File: config.mk
export PLATFORM = sky130hd
export DESIGN_NAME = alu_req_arbiter
export DESIGN_NICKNAME = d
export VERILOG_FILES = /design/src/rtl/alu_arb_pkg.sv /design/src/rtl/alu_arb_id_fifo.sv /design/src/rtl/alu_req_arbiter.sv
export SDC_FILE = /design/constraint.sdc
export NUM_CORES = 1
export LEC_CHECK = 0
export CAP_MARGIN = 20
export CORE_MARGIN = 5
export CORE_UTILIZATION = 31
export CTS_CLUSTER_DIAMETER = 60
export DETAILED_ROUTE_END_ITERATION = 7
export PLACE_DENSITY = 0.84
export SLEW_MARGIN = 25
export SYNTH_ARGS = -nofsm -noshare
export SYNTH_HDL_FRONTEND = slang
export SYNTH_HIERARCHICAL = 1
export SYNTH_SLANG_ARGS = --single-unit
export TNS_END_PERCENT = 30
File: constraint.sdc
create_clock -name clk -period 2.6 [get_ports clk]
set_clock_uncertainty 0.05 [all_clocks]
set_input_delay 0.39 -clock clk [delete_from_list [all_inputs] [get_ports clk]]
set_output_delay 0.39 -clock clk [all_outputs]
set_load 0.02 [all_outputs]
File: src/rtl/alu_arb_pkg.sv
// Shared types and sizing helpers for the ALU request arbiter.
// The issue FSM state is exported so checkers can observe it directly.
package alu_arb_pkg;

    // Requester index width; at least one bit even for a two-requester build.
    function automatic int idx_w(input int n);
        return (n <= 2) ? 1 : $clog2(n);
    endfunction

    typedef enum logic {
        IDLE   = 1'b0,
        LOCKED = 1'b1
    } state_e;

endpackage

File: src/rtl/alu_arb_id_fifo.sv
// Owner-ID FIFO: remembers which requester issued each in-flight ALU operation.
// Push and pop may happen in the same cycle; pointers wrap naturally.
module alu_arb_id_fifo #(
    parameter int WIDTH = 2,
    parameter int DEPTH = 4
) (
    input  logic                       clk,
    input  logic                       rst_n,
    input  logic                       push,
    input  logic [WIDTH-1:0]           push_data,
    input  logic                       pop,
    output logic [WIDTH-1:0]           head,
    output logic                       empty,
    output logic                       full,
    output logic [$clog2(DEPTH):0]     count
);

    localparam int AW = $clog2(DEPTH);
    localparam int CW = AW + 1;

    logic [WIDTH-1:0] mem [DEPTH];
    logic [AW-1:0]    wr_ptr;
    logic [AW-1:0]    rd_ptr;
    logic             do_push;
    logic             do_pop;

    assign empty   = (count == '0);
    assign full    = (count == CW'(DEPTH));
    assign head    = mem[rd_ptr];
    assign do_push = push && !full;
    assign do_pop  = pop && !empty;

    always_ff @(posedge clk) begin
        if (!rst_n) begin
            wr_ptr <= '0;
            rd_ptr <= '0;
            count  <= '0;
        end else begin
            if (do_push) wr_ptr <= wr_ptr + AW'(1);
            if (do_pop)  rd_ptr <= rd_ptr + AW'(1);
            case ({do_push, do_pop})
                2'b10:   count <= count + CW'(1);
                2'b01:   count <= count - CW'(1);
                default: count <= count;
            endcase
        end
    end

    // Storage needs no reset: contents are only read while count is nonzero.
    always_ff @(posedge clk) begin
        if (do_push) mem[wr_ptr] <= push_data;
    end

endmodule

File: src/rtl/alu_req_arbiter.sv
// Round-robin arbiter sharing one ALU among NUM_REQ requesters; results are
// routed back in issue order using an owner-ID FIFO.
module alu_req_arbiter
    import alu_arb_pkg::*;
#(
    parameter int NUM_REQ         = 4,
    parameter int DATA_WIDTH      = 8,
    parameter int OP_WIDTH        = 3,
    parameter int MAX_OUTSTANDING = 4
) (
    input  logic                           clk,
    input  logic                           rst_n,
    input  logic [NUM_REQ-1:0]             req_valid,
    output logic [NUM_REQ-1:0]             req_ready,
    input  logic [NUM_REQ*DATA_WIDTH-1:0]  req_a,
    input  logic [NUM_REQ*DATA_WIDTH-1:0]  req_b,
    input  logic [NUM_REQ*OP_WIDTH-1:0]    req_op,
    output logic [NUM_REQ-1:0]             rsp_valid,
    input  logic [NUM_REQ-1:0]             rsp_ready,
    output logic [DATA_WIDTH-1:0]          rsp_result,
    output logic                           alu_in_valid,
    input  logic                           alu_in_ready,
    output logic [DATA_WIDTH-1:0]          alu_a,
    output logic [DATA_WIDTH-1:0]          alu_b,
    output logic [OP_WIDTH-1:0]            alu_op,
    input  logic                           alu_out_valid,
    output logic                           alu_out_ready,
    input  logic [DATA_WIDTH-1:0]          alu_result,
    output logic                           err_orphan,
    output state_e                         dbg_state,
    output logic [$clog2(MAX_OUTSTANDING):0] dbg_count
);

    localparam int IDX_W = idx_w(NUM_REQ);
    localparam int CW    = $clog2(MAX_OUTSTANDING) + 1;

    // Handshakes: a transfer happens on a cycle where valid and ready are both
    // high. Once valid rises, it and its payload hold until the matching ready.

    state_e             state;
    state_e             state_nxt;
    logic [IDX_W-1:0]   locked_idx;
    logic [IDX_W-1:0]   rr_ptr;
    logic [IDX_W-1:0]   winner;
    logic [IDX_W-1:0]   grant_idx;
    logic               issue_fire;
    logic               rsp_fire;
    logic [IDX_W-1:0]   fifo_head;
    logic               fifo_empty;
    logic               fifo_full;
    logic [CW-1:0]      fifo_count;

    // First set bit at or after ptr, searching cyclically.
    function automatic logic [IDX_W-1:0] rr_pick(input logic [NUM_REQ-1:0] valid,
                                                 input logic [IDX_W-1:0]   ptr);
        logic [IDX_W-1:0] pick;
        logic             found;
        int               idx;
        pick  = '0;
        found = 1'b0;
        for (int k = 0; k < NUM_REQ; k++) begin
            idx = int'(ptr) + k;
            if (idx >= NUM_REQ) idx = idx - NUM_REQ;
            if (!found && valid[idx[IDX_W-1:0]]) begin
                pick  = idx[IDX_W-1:0];
                found = 1'b1;
            end
        end
        return pick;
    endfunction

    assign winner = rr_pick(req_valid, rr_ptr);

    // alu_in_valid depends only on state and requests, never on alu_in_ready.
    always_comb begin
        state_nxt    = state;
        grant_idx    = winner;
        alu_in_valid = 1'b0;
        case (state)
            IDLE: begin
                if (!fifo_full && (|req_valid)) begin
                    alu_in_valid = 1'b1;
                    if (!alu_in_ready) state_nxt = LOCKED;
                end
            end
            LOCKED: begin
                alu_in_valid = 1'b1;
                grant_idx    = locked_idx;
                if (alu_in_ready) state_nxt = IDLE;
            end
            default: state_nxt = IDLE;
        endcase
        if (!rst_n) alu_in_valid = 1'b0;
    end

    assign issue_fire = alu_in_valid && alu_in_ready;

    always_comb begin
        for (int i = 0; i < NUM_REQ; i++) begin
            req_ready[i] = issue_fire && (grant_idx == IDX_W'(i));
        end
    end

    assign alu_a  = req_a[int'(grant_idx)*DATA_WIDTH +: DATA_WIDTH];
    assign alu_b  = req_b[int'(grant_idx)*DATA_WIDTH +: DATA_WIDTH];
    assign alu_op = req_op[int'(grant_idx)*OP_WIDTH +: OP_WIDTH];

    // Return path: only the owner of the oldest in-flight op sees the result.
    always_comb begin
        for (int i = 0; i < NUM_REQ; i++) begin
            rsp_valid[i] = rst_n && alu_out_valid && !fifo_empty && (fifo_head == IDX_W'(i));
        end
    end

    assign rsp_result    = alu_result;
    assign alu_out_ready = rst_n && !fifo_empty && rsp_ready[fifo_head];
    assign rsp_fire      = alu_out_valid && alu_out_ready;

    always_ff @(posedge clk) begin
        if (!rst_n) begin
            state      <= IDLE;
            locked_idx <= '0;
            rr_ptr     <= '0;
            err_orphan <= 1'b0;
        end else begin
            state <= state_nxt;
            if (state == IDLE && alu_in_valid && !alu_in_ready) locked_idx <= winner;
            if (issue_fire) begin
                rr_ptr <= (grant_idx == IDX_W'(NUM_REQ - 1)) ? '0 : grant_idx + IDX_W'(1);
            end
            if (alu_out_valid && fifo_empty) err_orphan <= 1'b1;
        end
    end

    alu_arb_id_fifo #(
        .WIDTH (IDX_W),
        .DEPTH (MAX_OUTSTANDING)
    ) u_id_fifo (
        .clk       (clk),
        .rst_n     (rst_n),
        .push      (issue_fire),
        .push_data (grant_idx),
        .pop       (rsp_fire),
        .head      (fifo_head),
        .empty     (fifo_empty),
        .full      (fifo_full),
        .count     (fifo_count)
    );

    assign dbg_state = state;
    assign dbg_count = fifo_count;

endmodule
==> results.toml, run 1 <==
[grt]
track_usage_pct = 16.46
grt_max_degree = 40
grt_pass1_vias = 2192
grt_overflow = 0
antenna_found_initial = 0
grt_pass1_wl_mm = 10.20

[synth]
synth_nets = 340
ys_types = 43
yosys.area.top_type = "dfxtp_1"
ys_ff_latch = 23
synth_top_area_share_pct = 15.93
synth_cells = 237
ys_top_cells_by_area = "dfxtp_1, nand2_1, edfxtp_1"
ys_seq_area_share_pct = 28.67
avgSynthCellArea_sq_um = 7.956
syn-cell-area_sq_um = 1886
yosysWarnings = 6

[floorplan]
num_rows = 28
die_height_um = 87.99
die_width_um = 87.99
ios = 138
dieArea_sq_um = 7742
start_util_pct = 31.85
fp.coreArea_sq_um = 5921

[cts]
numCtsBuffers = 3
cts_hold_buf = 0
root_buffer = "clkbuf_8"
cts.sinks = 23
cts.path.max_buffers = 2
cts_tree = "yes"
clkTransAtPathRegs_ns = 0.08
htree_levels = 1
clk_latency_ns = 0.26

[placement]
place_congestion = 0.7823
io_buffers = 121
dpl.hpwl_mm = 5.119
placed_area_sq_um = 3336

[run_status]
violations = "negative setup slack"
outcome = "finished with violations"

[worst_setup_path]
critPathMaxFanout = 2
crit_path_start_kind = "register"
critPathKind = "register to register"
r2r_cells = 10
cp.arrival_ns = 2.92
cp.depth = 10
cpPeakStageDelay_ns = 0.52
path_delay_family = "multiplexers"
cp-startpoint = "u_id_fifo/mem[2][0]$_DFFE_PP_"
r2r_slack_ns = -0.17
crit_end = "u_id_fifo/count[2]$_SDFFE_PN0P_"
path_buf_inv = 1
cp_slowest_cell = "mux4_2"
path_cells = "mux4_2 -> mux4_2 -> nor2b_4 -> nor2b_4 -> ha_4 -> inv_2 -> fa_2 -> xor2_1 -> or3_1 -> a21boi_1"
rr_startpoint = "u_id_fifo/mem[2][0]$_DFFE_PP_"
r2r_end = "u_id_fifo/count[2]$_SDFFE_PN0P_"
cp.required_ns = 2.75
critPathCaptureType = "register"

[routing]
ant_nets = 0
finalWirelength_mm = 6.717
vias = 2245
dr.first_iter.drc_count = 68
firstDrtPassIters = 4
wl_per_cell_um = 14.86
route.detailed.drc = 0
avgViaCountPerCell = 4.967

[layout]
design_area_sq_um = 3432
drive_gt1_share_pct = 23.08
regArea_sq_um = 543.0
multi_input_area_sq_um = 1207
final_common_cell = "clkdlybuf4s50_1"
final_cell_mix = "clkdlybuf4s50_1, nand2_1, buf_4, a21oi_1, a32oi_1"
final_nets = 481
final_util_pct = 57.97
area_delta_synth_final_pct = 82.02
fillers = 543
antenna-diode-count = 0

[sta]
rsz0062_at_grt = "true"
setup_tns_ns = -0.2032
max-slew-margin-rel_pct = 65.79
finalCritPeriodShare_pct = 106.7
fmax_ghz = 0.3605
final_max_slew_viol_count = 0
worst_pin_slew_ns = 0.5084
final.setup.worst_slack_ns = -0.1742
period_needed_ns = 2.774
hold_violations = 0
setup_viol = 2

[power]
ir_drop_v = 0.0002177
p_leak_nw = 1.425
power_density_nw_per_um2 = 395.6

[min_path]
hold_path_class = "register to register"

[run]
drv_cap = 0
[layout make-up]
class,count,area share [%]
well taps,75,2.734
multi-input cells,179,35.18
clock inverters,1,0.1458
clock buffers,3,1.203
repair buffers,158,43.35
inverters,13,1.568
flip-flops and latches,23,15.82
[sequential cells by signal (all words and copies together), names as in the netlist, named ones only]
signal,flops
u_id_fifo/wr_ptr,2
u_id_fifo/mem,8
rr_ptr,2
dbg_state,1
err_orphan,1
u_id_fifo/count,3
locked_idx,2
u_id_fifo/rd_ptr,2
[layer usage]
metal  up-vias  share of wire, %  GRT usage [%]
met5         -                 0              0
met4         0              0.60          3.068
met3         4               7.1          3.575
met2        88                52          30.34
met1      1045                40          19.61
li1       1108                 -              -
[worst min-delay path: stages (launching register included)]
cell and delay [ns]:
dfxtp_1 0.35, nand2_1 0.06, mux2i_1 0.05
[report_power, final]
group / total, mW / switching, mW / internal, mW / leakage (nW)
clock: 0.217 / 0.110 / 0.107 / 0.0255
combinational: 0.736 / 0.358 / 0.378 / 1.20
sequential: 0.406 / 0.0143 / 0.391 / 0.197
[how the worst min path moves through the flow]
stage,from,end,slack [ns],cells after the start
global route,u_id_fifo/rd_ptr[1]$_SDFFE_PN0P_,register,0.48,2
floorplan,u_id_fifo/rd_ptr[0]$_SDFFE_PN0P_,register,0.40,2
finish,u_id_fifo/wr_ptr[0]$_SDFFE_PN0P_,u_id_fifo/wr_ptr[0]$_SDFFE_PN0P_,0.46,2
detailed placement,u_id_fifo/rd_ptr[0]$_SDFFE_PN0P_,register,0.45,2
global placement,u_id_fifo/rd_ptr[1]$_SDFFE_PN0P_,u_id_fifo/rd_ptr[1]$_SDFFE_PN0P_,0.42,2
CTS,u_id_fifo/rd_ptr[1]$_SDFFE_PN0P_,register,0.46,2
[cell families (layout without fill, tap and decap cells)]
| group | count (synthesis) | after routing | synth area share (%) |
|---|---|---|---|
| AOI/OAI and AO/OA | 54 | 54 | 21.37 |
| xor gates and xnor gates | 2 | 2 | 0.9292 |
| adders and majority gates | 7 | 7 | 5.043 |
| buffers and inverters | 35 | 175 | 10.42 |
| DFF | 23 | 23 | 28.67 |
| muxes | 8 | 8 | 6.237 |
| and+or+nand+nor | 108 | 108 | 27.34 |
[synthesized netlist by cell type (all sizes together)]
master	instances
a21boi	3
a21oi	20
a221oi	1
a31o	1
a32oi	19
and2	8
and3	2
and3b	1
buf	21
clkbuf	1
clkinv	1
dfxtp	15
edfxtp	8
fa	1
ha	6
inv	12
mux2i	5
mux4	3
nand2	69
nand3	1
nand3b	1
nand4bb	1
nor2	4
nor2b	9
nor3	5
nor3b	3
nor4	2
o21a	1
o21ai	5
o21bai	1
o2bb2ai	1
o31a	1
o31ai	1
or3	2
xnor2	1
xor2	1
[metrics by stage]
| stage | total power, mW | hold slack, ns | std cells | setup WS, ns |
|---|---|---|---|---|
| 6_report | 1.358 | 0.4604 | 452 | -0.1742 |
| 3_3_place_gp | 1.139 | 0.4206 | 439 | -0.5370 |
| 5_1_grt | 1.446 | 0.4818 | 452 | -0.2814 |
| 2_1_floorplan | 0.7891 | 0.4038 | 237 | -0.1147 |
| 3_5_place_dp | 1.153 | 0.4469 | 439 | -0.5513 |
| 4_1_cts | 1.353 | 0.4632 | 447 | -0.1776 |
[repair_timing]
| item | 4_1_cts | 5_1_grt |
|---|---|---|
| setup endpoints to repair | 30 | 25 |
| resized for setup | 117 | 16 |
| gates cloned | 2 | 1 |
| setup buffers | 2 | 4 |
| pin swaps | 4 | 4 |
No activity file was read; power rests on OpenSTA's default activity.
==> run 2, diff against run 1 <==
--- a/config.mk
+++ b/config.mk
@@ -10,6 +10,8 @@
 export CORE_UTILIZATION = 31
 export CTS_CLUSTER_DIAMETER = 60
 export DETAILED_ROUTE_END_ITERATION = 7
+export GPL_ROUTABILITY_DRIVEN = 0
+export MAX_ROUTING_LAYER = met4
 export PLACE_DENSITY = 0.84
 export SLEW_MARGIN = 25
 export SYNTH_ARGS = -nofsm -noshare
==> results.toml, run 2 (synthesis results as in run 1) <==
[placement]
io_buffers = 121
placed_cells = 439
dpl.hpwl_mm = 5.119
placed_area_sq_um = 3336

[grt]
grt_max_degree = 40
use_met2_pct = 30.34
grt_overflow = 0
antenna_found_initial = 0
top_usage_layer = "met2"
grt_use_met3_pct = 3.198
use_met1_pct = 19.90
grt_pass1_vias = 2193
track_usage_pct = 16.98
grt_pass1_wl_mm = 10.21

[layout]
final_nets = 481
final_cells = 452
final_cell_mix = "clkdlybuf4s50_1, nand2_1, buf_4, a21oi_1, a32oi_1"
drive_gt1_share_pct = 23.08
design_area_sq_um = 3441
fillers = 542
largest_register_ffs = 8
top_register = "u_id_fifo/mem"
top_regs = "u_id_fifo/mem: 8 flops, u_id_fifo/count: 3 flops"
area_delta_synth_final_pct = 82.48
final_common_cell = "clkdlybuf4s50_1"
antenna-diode-count = 0

[cts]
root_buffer = "clkbuf_8"
cts_tree = "yes"
cts.path.max_buffers = 2
numCtsBuffers = 3
clk_latency_ns = 0.26
clkTransAtPathRegs_ns = 0.08
cts_hold_buf = 0
htree_levels = 1
cts.sinks = 23

[worst_setup_path]
path_delay_family = "multiplexers"
critPathKind = "register to register"
r2r_slack_ns = -0.17
rr_startpoint = "u_id_fifo/mem[2][0]$_DFFE_PP_"
crit_end = "u_id_fifo/count[2]$_SDFFE_PN0P_"
cp-startpoint = "u_id_fifo/mem[2][0]$_DFFE_PP_"
crit_path_start_kind = "register"
critPathCaptureType = "register"
cp.depth = 10
path_buf_inv = 1
path_cells = "mux4_2 -> mux4_2 -> nor2b_4 -> nor2b_4 -> ha_4 -> inv_2 -> fa_2 -> xor2_1 -> or3_1 -> a21boi_1"
cp_slowest_cell = "mux4_2"
cpPeakStageDelay_ns = 0.52
cp.arrival_ns = 2.92
critPathMaxFanout = 2
r2r_cells = 10
cp.required_ns = 2.75
r2r_end = "u_id_fifo/count[2]$_SDFFE_PN0P_"

[floorplan]
dieArea_sq_um = 7742
fp.coreArea_sq_um = 5921
die_height_um = 87.99
start_util_pct = 31.85
die_width_um = 87.99
num_rows = 28
ios = 138

[power]
ir_drop_v = 0.0002176
p_leak_nw = 1.427
power_density_nw_per_um2 = 396.1

[routing]
vias = 2238
wl_per_cell_um = 14.94
ant_nets = 0
dr.first_iter.drc_count = 65
avgViaCountPerCell = 4.951
route.detailed.drc = 0
firstDrtPassIters = 4
finalWirelength_mm = 6.753

[sta]
setup_tns_ns = -0.2007
worst_pin_slew_ns = 0.5144
setup_viol = 2
max-slew-margin-rel_pct = 65.39
rsz0062_at_grt = "true"
hold_violations = 0
final.setup.worst_slack_ns = -0.1729
period_needed_ns = 2.773
fmax_ghz = 0.3606
finalCritPeriodShare_pct = 106.6
final_max_slew_viol_count = 0

[run_status]
outcome = "finished with violations"
violations = "negative setup slack"

[min_path]
hold_path_class = "register to register"

[run]
drv_cap = 0
run 2: cell types whose count changed in the layout (fill, tap and decap cells not counted), sizes merged:
cell | previous run | this run
buf | 56 | 55
clkdlybuf4s15 | 3 | 4
run 2: where the power goes:
part	internal (mW)	switching, mW	leakage, nW	total, mW
Clock	0.107	0.110	0.0255	0.216
Combinational	0.382	0.359	1.20	0.741
Sequential	0.391	0.0143	0.197	0.406
run 2: worst min path at each step:
stage / start / endpoint / depth (start not counted)
floorplan: u_id_fifo/rd_ptr[0]$_SDFFE_PN0P_ / register / 2
global placement: u_id_fifo/rd_ptr[1]$_SDFFE_PN0P_ / u_id_fifo/rd_ptr[1]$_SDFFE_PN0P_ / 2
detailed placement: u_id_fifo/rd_ptr[0]$_SDFFE_PN0P_ / register / 2
CTS: u_id_fifo/rd_ptr[1]$_SDFFE_PN0P_ / register / 2
global route: u_id_fifo/rd_ptr[1]$_SDFFE_PN0P_ / register / 2
finish: u_id_fifo/wr_ptr[0]$_SDFFE_PN0P_ / u_id_fifo/wr_ptr[0]$_SDFFE_PN0P_ / 2
run 2: repair_timing:
action,4_1_cts,5_1_grt
setup buffers,2,4
resized for setup,117,16
endpoints found under the setup margin,30,25
gates cloned,2,1
pin swaps,4,4
run 2: worst reg2reg max path: cells and delay by family, from the launching register on:
kind	cells	cell delay (ns)
adder cells (fa/ha/maj)	2	0.48
buffers and inverters	1	0.04
AND/OR/NAND/NOR	3	0.62
XOR/XNOR	1	0.15
flip-flops	1	0.38
multiplexers	2	0.88
AO/OA/AOI/OAI	1	0.11
run 2: stage by stage:
stage | worst slack (ns) | hold slack [ns] | util (%) | total power, mW
floorplan | -0.1147 | 0.4038 | - | 0.7891
global placement | -0.5370 | 0.4206 | 56.34 | 1.139
detailed placement | -0.5513 | 0.4469 | 56.34 | 1.153
CTS | -0.1776 | 0.4632 | 56.83 | 1.353
global route | -0.2814 | 0.4818 | 58.12 | 1.451
finish | -0.1729 | 0.4602 | 58.12 | 1.363
run 2: area by class of cell:
type / count / area [sq um] / share of cell area [%]
Tap cell: 75 / 93.84 / 2.727
Inverter: 13 / 53.80 / 1.564
Clock inverter: 1 / 5.005 / 0.1455
Multi-Input combinational cell: 179 / 1207 / 35.09
Sequential cell: 23 / 543.0 / 15.78
Clock buffer: 3 / 41.29 / 1.200
Timing Repair Buffer: 158 / 1496 / 43.49
run 2: layer usage:
layer,up-vias,part of all wire (%)
met1,1042,40
met2,86,53
met5,-,0
met4,0,0.40
met3,2,6.9
li1,1108,-
